[src/rtl/rv32m_pkg.sv]
// Shared encodings and constants for the RV32M divide/remainder sequencer.
package rv32m_pkg;

  // funct3[1:0] encodings of the RV32M divide family
  typedef enum logic [1:0] {
    OP_DIV  = 2'b00,
    OP_DIVU = 2'b01,
    OP_REM  = 2'b10,
    OP_REMU = 2'b11
  } op_e;

  // Sequencer control states
  typedef enum logic [1:0] {
    IDLE = 2'b00,
    CALC = 2'b01,
    DONE = 2'b10
  } state_e;

  // Most negative signed value and the all-ones pattern for a 32-bit datapath
  localparam logic [31:0] INT_MIN  = 32'h8000_0000;
  localparam logic [31:0] ALL_ONES = 32'hFFFF_FFFF;

endpackage

[src/rtl/div_rem_step.sv]
// One radix-2 restoring division iteration: shift in the next dividend bit,
// trial-subtract the divisor and record the quotient bit.
module div_rem_step #(
  parameter int XLEN = 32
) (
  input  logic [XLEN-1:0] rem,
  input  logic [XLEN-1:0] q,
  input  logic [XLEN-1:0] divisor,
  output logic [XLEN-1:0] rem_next,
  output logic [XLEN-1:0] q_next
);

  logic [XLEN:0] shifted_s;
  logic [XLEN:0] diff_s;

  // The shifted partial remainder can need XLEN+1 bits when the divisor is
  // large, so the trial subtraction is carried out one bit wider.
  always_comb begin
    shifted_s = {rem, q[XLEN-1]};
    diff_s    = shifted_s - {1'b0, divisor};
    if (diff_s[XLEN] == 1'b0) begin
      rem_next = diff_s[XLEN-1:0];
      q_next   = {q[XLEN-2:0], 1'b1};
    end else begin
      rem_next = shifted_s[XLEN-1:0];
      q_next   = {q[XLEN-2:0], 1'b0};
    end
  end

endmodule

[src/rtl/div_rem_sequencer.sv]
// Multi-cycle RV32M DIV/DIVU/REM/REMU unit driven from the EXE stage.
// Handles operand latching, sign fix-up, divide-by-zero/overflow shortcuts,
// pipeline kill (cancel) and EXE freeze (hold).
module div_rem_sequencer
  import rv32m_pkg::*;
#(
  parameter int XLEN  = 32,
  parameter int CNT_W = 6
) (
  input  logic            clk,
  input  logic            reset,
  input  logic            start,
  input  logic [1:0]      op,
  input  logic [XLEN-1:0] rs1_data,
  input  logic [XLEN-1:0] rs2_data,
  input  logic            cancel,
  input  logic            hold,
  output logic            exe_stall_div_rem,
  output logic [XLEN-1:0] result,
  output logic            result_valid,
  output logic            busy
);

  state_e            state_q;
  logic [CNT_W-1:0]  cnt_q;
  logic [XLEN-1:0]   rem_q;
  logic [XLEN-1:0]   quo_q;
  logic [XLEN-1:0]   divisor_q;
  logic              is_rem_q;
  logic              neg_q_q;
  logic              neg_r_q;
  logic [XLEN-1:0]   result_q;

  logic              is_signed_s;
  logic              is_rem_s;
  logic              a_neg_s;
  logic              b_neg_s;
  logic [XLEN-1:0]   abs_a_s;
  logic [XLEN-1:0]   abs_b_s;
  logic              div0_s;
  logic              ovf_s;
  logic [XLEN-1:0]   special_res_s;
  logic [XLEN-1:0]   rem_next_s;
  logic [XLEN-1:0]   q_next_s;
  logic [XLEN-1:0]   final_res_s;
  logic              last_iter_s;

  div_rem_step #(.XLEN(XLEN)) u_step (
    .rem      (rem_q),
    .q        (quo_q),
    .divisor  (divisor_q),
    .rem_next (rem_next_s),
    .q_next   (q_next_s)
  );

  // Issue-time decode: operand magnitudes and the two shortcut cases
  always_comb begin
    is_signed_s = (op == OP_DIV) || (op == OP_REM);
    is_rem_s    = (op == OP_REM) || (op == OP_REMU);
    a_neg_s     = is_signed_s & rs1_data[XLEN-1];
    b_neg_s     = is_signed_s & rs2_data[XLEN-1];
    abs_a_s     = a_neg_s ? (~rs1_data + {{(XLEN-1){1'b0}}, 1'b1}) : rs1_data;
    abs_b_s     = b_neg_s ? (~rs2_data + {{(XLEN-1){1'b0}}, 1'b1}) : rs2_data;
    div0_s      = (rs2_data == {XLEN{1'b0}});
    ovf_s       = is_signed_s && (rs1_data == INT_MIN) && (rs2_data == ALL_ONES);
    if (div0_s) begin
      special_res_s = is_rem_s ? rs1_data : ALL_ONES;
    end else if (ovf_s) begin
      special_res_s = is_rem_s ? {XLEN{1'b0}} : INT_MIN;
    end else begin
      special_res_s = {XLEN{1'b0}};
    end
  end

  // Final-iteration sign correction and quotient/remainder selection
  always_comb begin
    last_iter_s = (cnt_q == CNT_W'(XLEN - 1));
    if (is_rem_q) begin
      final_res_s = neg_r_q ? (~rem_next_s + {{(XLEN-1){1'b0}}, 1'b1}) : rem_next_s;
    end else begin
      final_res_s = neg_q_q ? (~q_next_s + {{(XLEN-1){1'b0}}, 1'b1}) : q_next_s;
    end
  end

  // Control FSM and datapath registers; cancel overrides everything but reset
  always_ff @(posedge clk) begin
    if (reset) begin
      state_q   <= IDLE;
      cnt_q     <= {CNT_W{1'b0}};
      rem_q     <= {XLEN{1'b0}};
      quo_q     <= {XLEN{1'b0}};
      divisor_q <= {XLEN{1'b0}};
      is_rem_q  <= 1'b0;
      neg_q_q   <= 1'b0;
      neg_r_q   <= 1'b0;
      result_q  <= {XLEN{1'b0}};
    end else if (cancel) begin
      state_q <= IDLE;
    end else begin
      case (state_q)
        IDLE: begin
          if (start) begin
            is_rem_q <= is_rem_s;
            neg_q_q  <= a_neg_s ^ b_neg_s;
            neg_r_q  <= a_neg_s;
            if (div0_s || ovf_s) begin
              result_q <= special_res_s;
              state_q  <= DONE;
            end else begin
              rem_q     <= {XLEN{1'b0}};
              quo_q     <= abs_a_s;
              divisor_q <= abs_b_s;
              cnt_q     <= {CNT_W{1'b0}};
              state_q   <= CALC;
            end
          end else begin
            state_q <= IDLE;
          end
        end
        CALC: begin
          rem_q <= rem_next_s;
          quo_q <= q_next_s;
          cnt_q <= cnt_q + CNT_W'(1);
          if (last_iter_s) begin
            result_q <= final_res_s;
            state_q  <= DONE;
          end else begin
            state_q <= CALC;
          end
        end
        DONE: begin
          // start is ignored here: the same instruction is still in EXE
          if (!hold) begin
            state_q <= IDLE;
          end else begin
            state_q <= DONE;
          end
        end
        default: begin
          state_q <= IDLE;
        end
      endcase
    end
  end

  // Stall must rise in the issue cycle itself, so it is decoded from state and inputs
  always_comb begin
    exe_stall_div_rem = ((state_q == IDLE) && start && !cancel) || (state_q == CALC);
    result            = result_q;
    result_valid      = (state_q == DONE);
    busy              = (state_q != IDLE);
  end

endmodule

[config.mk]
export PLATFORM = sky130hd
export DESIGN_NAME = div_rem_sequencer
export DESIGN_NICKNAME = d
export VERILOG_FILES = /design/src/rtl/rv32m_pkg.sv /design/src/rtl/div_rem_step.sv /design/src/rtl/div_rem_sequencer.sv
export SDC_FILE = /design/constraint.sdc
export NUM_CORES = 1
export LEC_CHECK = 0
export CAP_MARGIN = 10
export CORE_ASPECT_RATIO = 1.1
export CORE_MARGIN = 4
export CORE_UTILIZATION = 40
export CTS_CLUSTER_DIAMETER = 60
export DETAILED_ROUTE_END_ITERATION = 12
export HOLD_SLACK_MARGIN = 0.15
export PLACE_DENSITY = 0.68
export SETUP_SLACK_MARGIN = 0.3
export SYNTH_ARGS = -nofsm -noshare
export SYNTH_HDL_FRONTEND = slang
export SYNTH_SLANG_ARGS = --single-unit
export TNS_END_PERCENT = 30
[constraint.sdc]
create_clock -name clk -period 5.4 [get_ports clk]
set_input_delay 1.62 -clock clk [delete_from_list [all_inputs] [get_ports clk]]
set_output_delay 1.62 -clock clk [all_outputs]
set_load 0.02 [all_outputs]
**Word level (Yosys, flattened, before mapping)**

Index checks and enable logic that the tools add are counted.

- Bits of input ports: 71
- Output and inout bits: 35
- Register bits: 139

- Reduce and logical (&&, ||, !) cells: 19
- Add/subtract/negate cells: 6
- Eq/ne operators: 11
- Mux-type cells: 29
- Bitwise operators: 9

Operator list:

| kind | number |
|---|---|
| 32-bit two-way mux | 17 |
| 32-bit one-hot mux with 2 select lines | 3 |
| 32-bit by 1-bit adder with 32-bit output, second input constant | 4 |
| 32-bit NOT | 4 |
| 32-bit equality test, second input constant | 2 |
| 33-bit by 32-bit subtractor with 33-bit output | 1 |
| 32-bit zero test | 1 |
| 6-bit two-way mux | 2 |
| 6-bit one-hot mux with 2 select lines | 1 |
| 2-bit two-way mux | 4 |
| 2-bit inequality test, second input constant | 4 |
| 4-bit AND reduction | 2 |
| 6-bit by 1-bit adder with 6-bit output, second input constant | 1 |
| 2-bit equality test, second input constant | 3 |
| 6-bit by 5-bit equality test with 1-bit output, second input constant | 1 |
| 2-bit one-hot mux with 3 select lines | 1 |
| 5-bit AND reduction | 1 |
| 1-bit logical AND | 4 |
| 2-bit zero test | 2 |
| 1-bit logical OR | 4 |
| 2-bit nonzero test | 2 |
| 3-bit AND reduction | 1 |
| 1-bit AND | 2 |
| 2-bit by 1-bit equality test with 1-bit output, second input constant | 1 |
| 5 further kinds | 6 |

**Logic depth before layout (Yosys ltp)**

- Depth after elaboration: 9
- Gate-level depth with buffers: 28
- Mapped depth without buffers: 24

**Cells and area by module**

From an unflattened synthesis, not the netlist that was laid out.

- Cell total of the unflattened synthesis: 1487
- Area, all modules: 11298.3 µm²

By module, submodules not included:

| module | times used | area each (µm²) | sequential area each (µm²) | cells an instance |
|---|---|---|---|---|
| div_rem_sequencer | 1 | 8707.1 | 2782.7 | 1151 |
| div_rem_step | 1 | 2591.2 | 0.0 | 336 |

**Worst setup path after synthesis**

Ideal clock, no wire load.

- Kind: flip-flop to flip-flop
- Start: reg quo_q[31]
- End: reg result_q[26] (netlist: result[26])
- Clock period less this slack: 5.068 ns
- Data arrival time: 4.931 ns
- Setup time: 0.137 ns
- Slack: 0.332 ns
- Stages on the path, launching flop included: 27
- Cells stage by stage: dfxtp_1 > inv_1 > ha_1 > inv_1 > fa_1 > a211oi_2 > o211ai_4 > a211oi_2 > or4b_4 > a31o_1 > buf_6 > nand2_2 > buf_6 > buf_4 > buf_2 > mux2i_1 > ha_1 > nand3b_1 > nor3_1 > nand2_1 > nor3_1 > a31oi_1 > or3_1 > o31ai_2 > nor3_1 > o31ai_1 > a31oi_1

- Longest elaborated chain between the ends: 8
- Elaborated cells between the ends (all ways): 12
- Those cells by class: 3 x add/sub; 7 x mux; 2 x bitwise

Ends and longest elaborated chain:

| what | RTL line | source |
|---|---|---|
| from (decl) | div_rem_sequencer.sv:27 | `logic [XLEN-1:0] quo_q;` |
| from (signal assigned) | div_rem_sequencer.sv:91 | `quo_q <= {XLEN{1'b0}};` |
| from (signal assigned) | div_rem_sequencer.sv:111 | `quo_q <= abs_a_s;` |
| from (signal assigned) | div_rem_sequencer.sv:122 | `quo_q <= q_next_s;` |
| 33-bit by 32-bit subtractor with 33-bit output | div_rem_step.sv:20 | `diff_s = shifted_s - {1'b0, divisor};` |
| 1-bit two-way mux or 32-bit two-way mux (tied branches) | div_rem_step.sv:21 | `if (diff_s[XLEN] == 1'b0) begin` |
| 32-bit NOT, on equally long branches | div_rem_sequencer.sv:81, div_rem_sequencer.sv:79 |  |
| 32-bit by 1-bit adder with 32-bit output, on equally long branches | div_rem_sequencer.sv:81, div_rem_sequencer.sv:79 |  |
| 32-bit two-way mux, on equally long branches | div_rem_sequencer.sv:81, div_rem_sequencer.sv:79 |  |
| 32-bit two-way mux * | div_rem_sequencer.sv:78 | `if (is_rem_q) begin` |
| 32-bit two-way mux * | div_rem_sequencer.sv:124 | `if (last_iter_s) begin` |
| 32-bit one-hot mux with 2 select lines * | div_rem_sequencer.sv:100 | `case (state_q)` |
| to (signal assigned) | div_rem_sequencer.sv:96 | `result_q <= {XLEN{1'b0}};` |
| to (signal assigned) | div_rem_sequencer.sv:107 | `result_q <= special_res_s;` |
| to (signal assigned) | div_rem_sequencer.sv:125 | `result_q <= final_res_s;` |
| to (decl) | div_rem_sequencer.sv:32 | `logic [XLEN-1:0] result_q;` |

Every way passes the cells marked *; elsewhere a longest branch is shown, timed or not. The select of a mux whose other input is x is not followed.
A chain may end at the register's enable or synchronous reset.

**Worst setup path in the final report**

- Start: reg quo_q[31]
- End: reg result_q[18] (netlist: result[18])

Same word-level chain as after synthesis.

==> flow_summary.json <==
{
  "antenna_found_initial": 0,
  "synth_cells": 1585,
  "firstDrtPassIters": 5,
  "drtIter0Drc": 1206,
  "finalCriticalPeriod_ns": 4.912,
  "grt_max_degree": 78,
  "fillers": 2785,
  "setup_ws_ns": 0.4885,
  "die_h_um": 185.8,
  "tightestPinTransition_ns": 0.9785,
  "start_kind": "register",
  "vias": 12337,
  "place_congestion": 0.9357,
  "maxCapViolCount": 0,
  "cts_tree": "built",
  "synth_top_cell_area_share_pct": 24.21,
  "post_drt_wl_per_cell_um": 19.12,
  "finalHoldViolations": 0,
  "cp.required_ns": 5.74,
  "fin_nets": 1763,
  "core-area_mm2": 0.02811,
  "hold_class": "reg -> reg",
  "ys_warn_count": 0,
  "hold_slack_ns": 0.4800,
  "dieArea_mm2": 0.03152,
  "hp-start": "divisor_q[31]",
  "cts_made_buffers": 17,
  "ys_types": 87,
  "criticalPathCategory": "reg -> reg",
  "wirelength_um": 38800,
  "insertedDiodeCount": 0,
  "yosys_most_used_dff": "dfxtp_1",
  "dpl_worst_slack_ns": 0.2916,
  "viasPerCell": 6.080,
  "synth_commonest_cells": "nor2_1 (233), dfxtp_1 (139), a21oi_1 (131)",
  "wl_met2_um": 18480,
  "async_reset_ff_share_pct": 0,
  "drc": 0,
  "numClockSinks": 139,
  "rows": 64,
  "final-setup-viol-count": 0,
  "grt_pass1_wl_um": 61270,
  "timing.rr.start": "quo_q[31]",
  "cp_data_arrival_time_ns": 5.25,
  "hold_buffers": 0,
  "worstSetupStartpoint": "quo_q[31]",
  "syn-cell-area_mm2": 0.01149,
  "ys_seq_elements": 139,
  "rsz0062_at_grt": "true",
  "drtAntennaViolNets": 0,
  "fin_util_pct": 48.26,
  "grt.total_usage_pct": 23.99,
  "grt_pass1_vias": 11416,
  "area_growth_syn_to_layout_pct": 18.00,
  "avgSynthCellArea_um2": 7.252,
  "root_buffer": "clkbuf_16",
  "finalSetupTns_ns": 0,
  "wl_met1_um": 17030,
  "pin_count": 106,
  "ys_seq_area_share_pct": 24.21,
  "synth_edf_count": 0,
  "overflow": 0,
  "yosysTopAreaCell": "dfxtp_1",
  "ctsLongestPathBuffers": 2,
  "portBuffers": 105,
  "fin_area_mm2": 0.01356,
  "slew_violations": 0,
  "power.density_mw_per_mm2": 226.3,
  "initial_utilization_pct": 40.90,
  "clk_latency_ns": 0.44,
  "placedInstanceArea_mm2": 0.01295,
  "hpwl_um": 29430,
  "slew_headroom_pct": 34.37,
  "synth.area.top_cells": "dfxtp_1 (24%), nor2_1 (7.6%), a21oi_1 (5.7%)",
  "fmax_mhz": 203.6,
  "p_leak_nw": 4.828,
  "h-tree-depth": 4,
  "r2r_cells": 22,
  "hold_depth": 2,
  "dr_wl_met3_um": 2393,
  "crit_fanout": 7,
  "synth_most_common_cell": "nor2_1",
  "fp.dieW_um": 169.6,
  "drive_gt1_share_pct": 7.263,
  "clk_pin_slew_ns": 0.07,
  "end_kind": "register",
  "finalCritPeriodShare_pct": 90.95,
  "mappedNetlistNets": 1695,
  "status": "complete, no violations",
  "finalClockSkew_ns": 0.009966,
  "vdd_drop_max_uv": 207.6,
  "highest_layer": "met4",
  "reg2reg_slack_ns": 0.49
}
-- where the power goes --
part	switching (mW)	total (mW)	internal, mW	leakage [nW]
Sequential	0.0365	1.10	1.06	1.13
Combinational	0.479	0.784	0.305	3.42
Clock	0.535	1.19	0.654	0.279
Total	1.05	3.07	2.02	4.83
-- cell type report --
type | instances | area [µm²] | share of cell area [%]
repair buffers | 148 | 1409 | 10.39
multi-input cells | 1288 | 8119 | 59.86
flip-flops and latches | 139 | 2783 | 20.51
clock buffers | 18 | 429.2 | 3.164
inverters | 59 | 221.5 | 1.633
clock inverters | 14 | 148.9 | 1.098
well taps | 363 | 454.2 | 3.348
-- placed cells by master, fill, tap and decap left out, drive strengths merged, types with 9 or more instances in the layout --
master / count
a211oi: 79
a21oi: 133
a22oi: 21
a311oi: 15
a31oi: 17
and2: 10
buf: 44
clkbuf: 18
clkdlybuf4s50: 104
dfxtp: 139
ha: 38
inv: 67
mux2i: 22
nand2: 127
nand2b: 17
nand3: 28
nand4: 21
nor2: 233
nor3: 45
nor4: 16
o211ai: 23
o21a: 10
o21ai: 114
o31ai: 25
o41ai: 15
or2: 9
or3: 15
or4: 13
xnor2: 68
xor2: 65
-- final timing paths --
kind                        end
setup / recovery     result[18]
hold / removal    divisor_q[31]
setup reg to reg     result[18]
hold reg to reg   divisor_q[31]
-- critical path, cell delays in order, from the launching register on --
cell and delay (ns):
dfxtp_1 0.39, inv_1 0.08, ha_1 0.21, inv_1 0.07, fa_1 0.28, a211oi_4 0.11
o211ai_4 0.26, a211oi_2 0.13, or4b_4 0.59, a31o_1 0.26, nand2_2 0.11, mux2i_1 0.28
ha_1 0.21, nand3b_1 0.11, nor3_2 0.22, nand2_1 0.09, nor3_1 0.20, a31oi_2 0.08
buf_4 0.20, nand2b_1 0.16, and3_1 0.17, o31a_1 0.31, a311oi_1 0.28
-- logic make-up after synthesis --
| family | after synthesis | synth area share, % |
|---|---|---|
| simple gates | 564 | 22.78 |
| fa+ha+maj | 39 | 4.310 |
| flops | 139 | 24.21 |
| xor+xnor | 133 | 10.13 |
| buf+inv | 158 | 5.617 |
| mux | 28 | 2.536 |
| compound gates | 524 | 30.41 |
-- timing repair --
action	CTS	global route
gates resized for setup	0	8
setup buffers	0	0
setup endpoints to repair	0	7
-- through the flow --
step	instances	power [mW]
after CTS	2029	3.057
after detailed placement	1997	1.880
final	2029	3.069
after global routing	2029	3.214
after floorplan	1585	1.634
after global placement	1997	1.871
-- flip-flops by register name, indices dropped and copies added (netlist names) --
register,flops
cnt_q,6
neg_r_q,1
result,32
neg_q_q,1
state_q,2
rem_q,32
divisor_q,32
quo_q,32
is_rem_q,1
-- per-layer routing --
metal,track usage [%],vias up
met2,39.89,448
met5,0,-
met4,7.504,0
met1,32.49,5886
met3,2.995,63
li1,-,5940
Power figures use the tool's default switching activity.
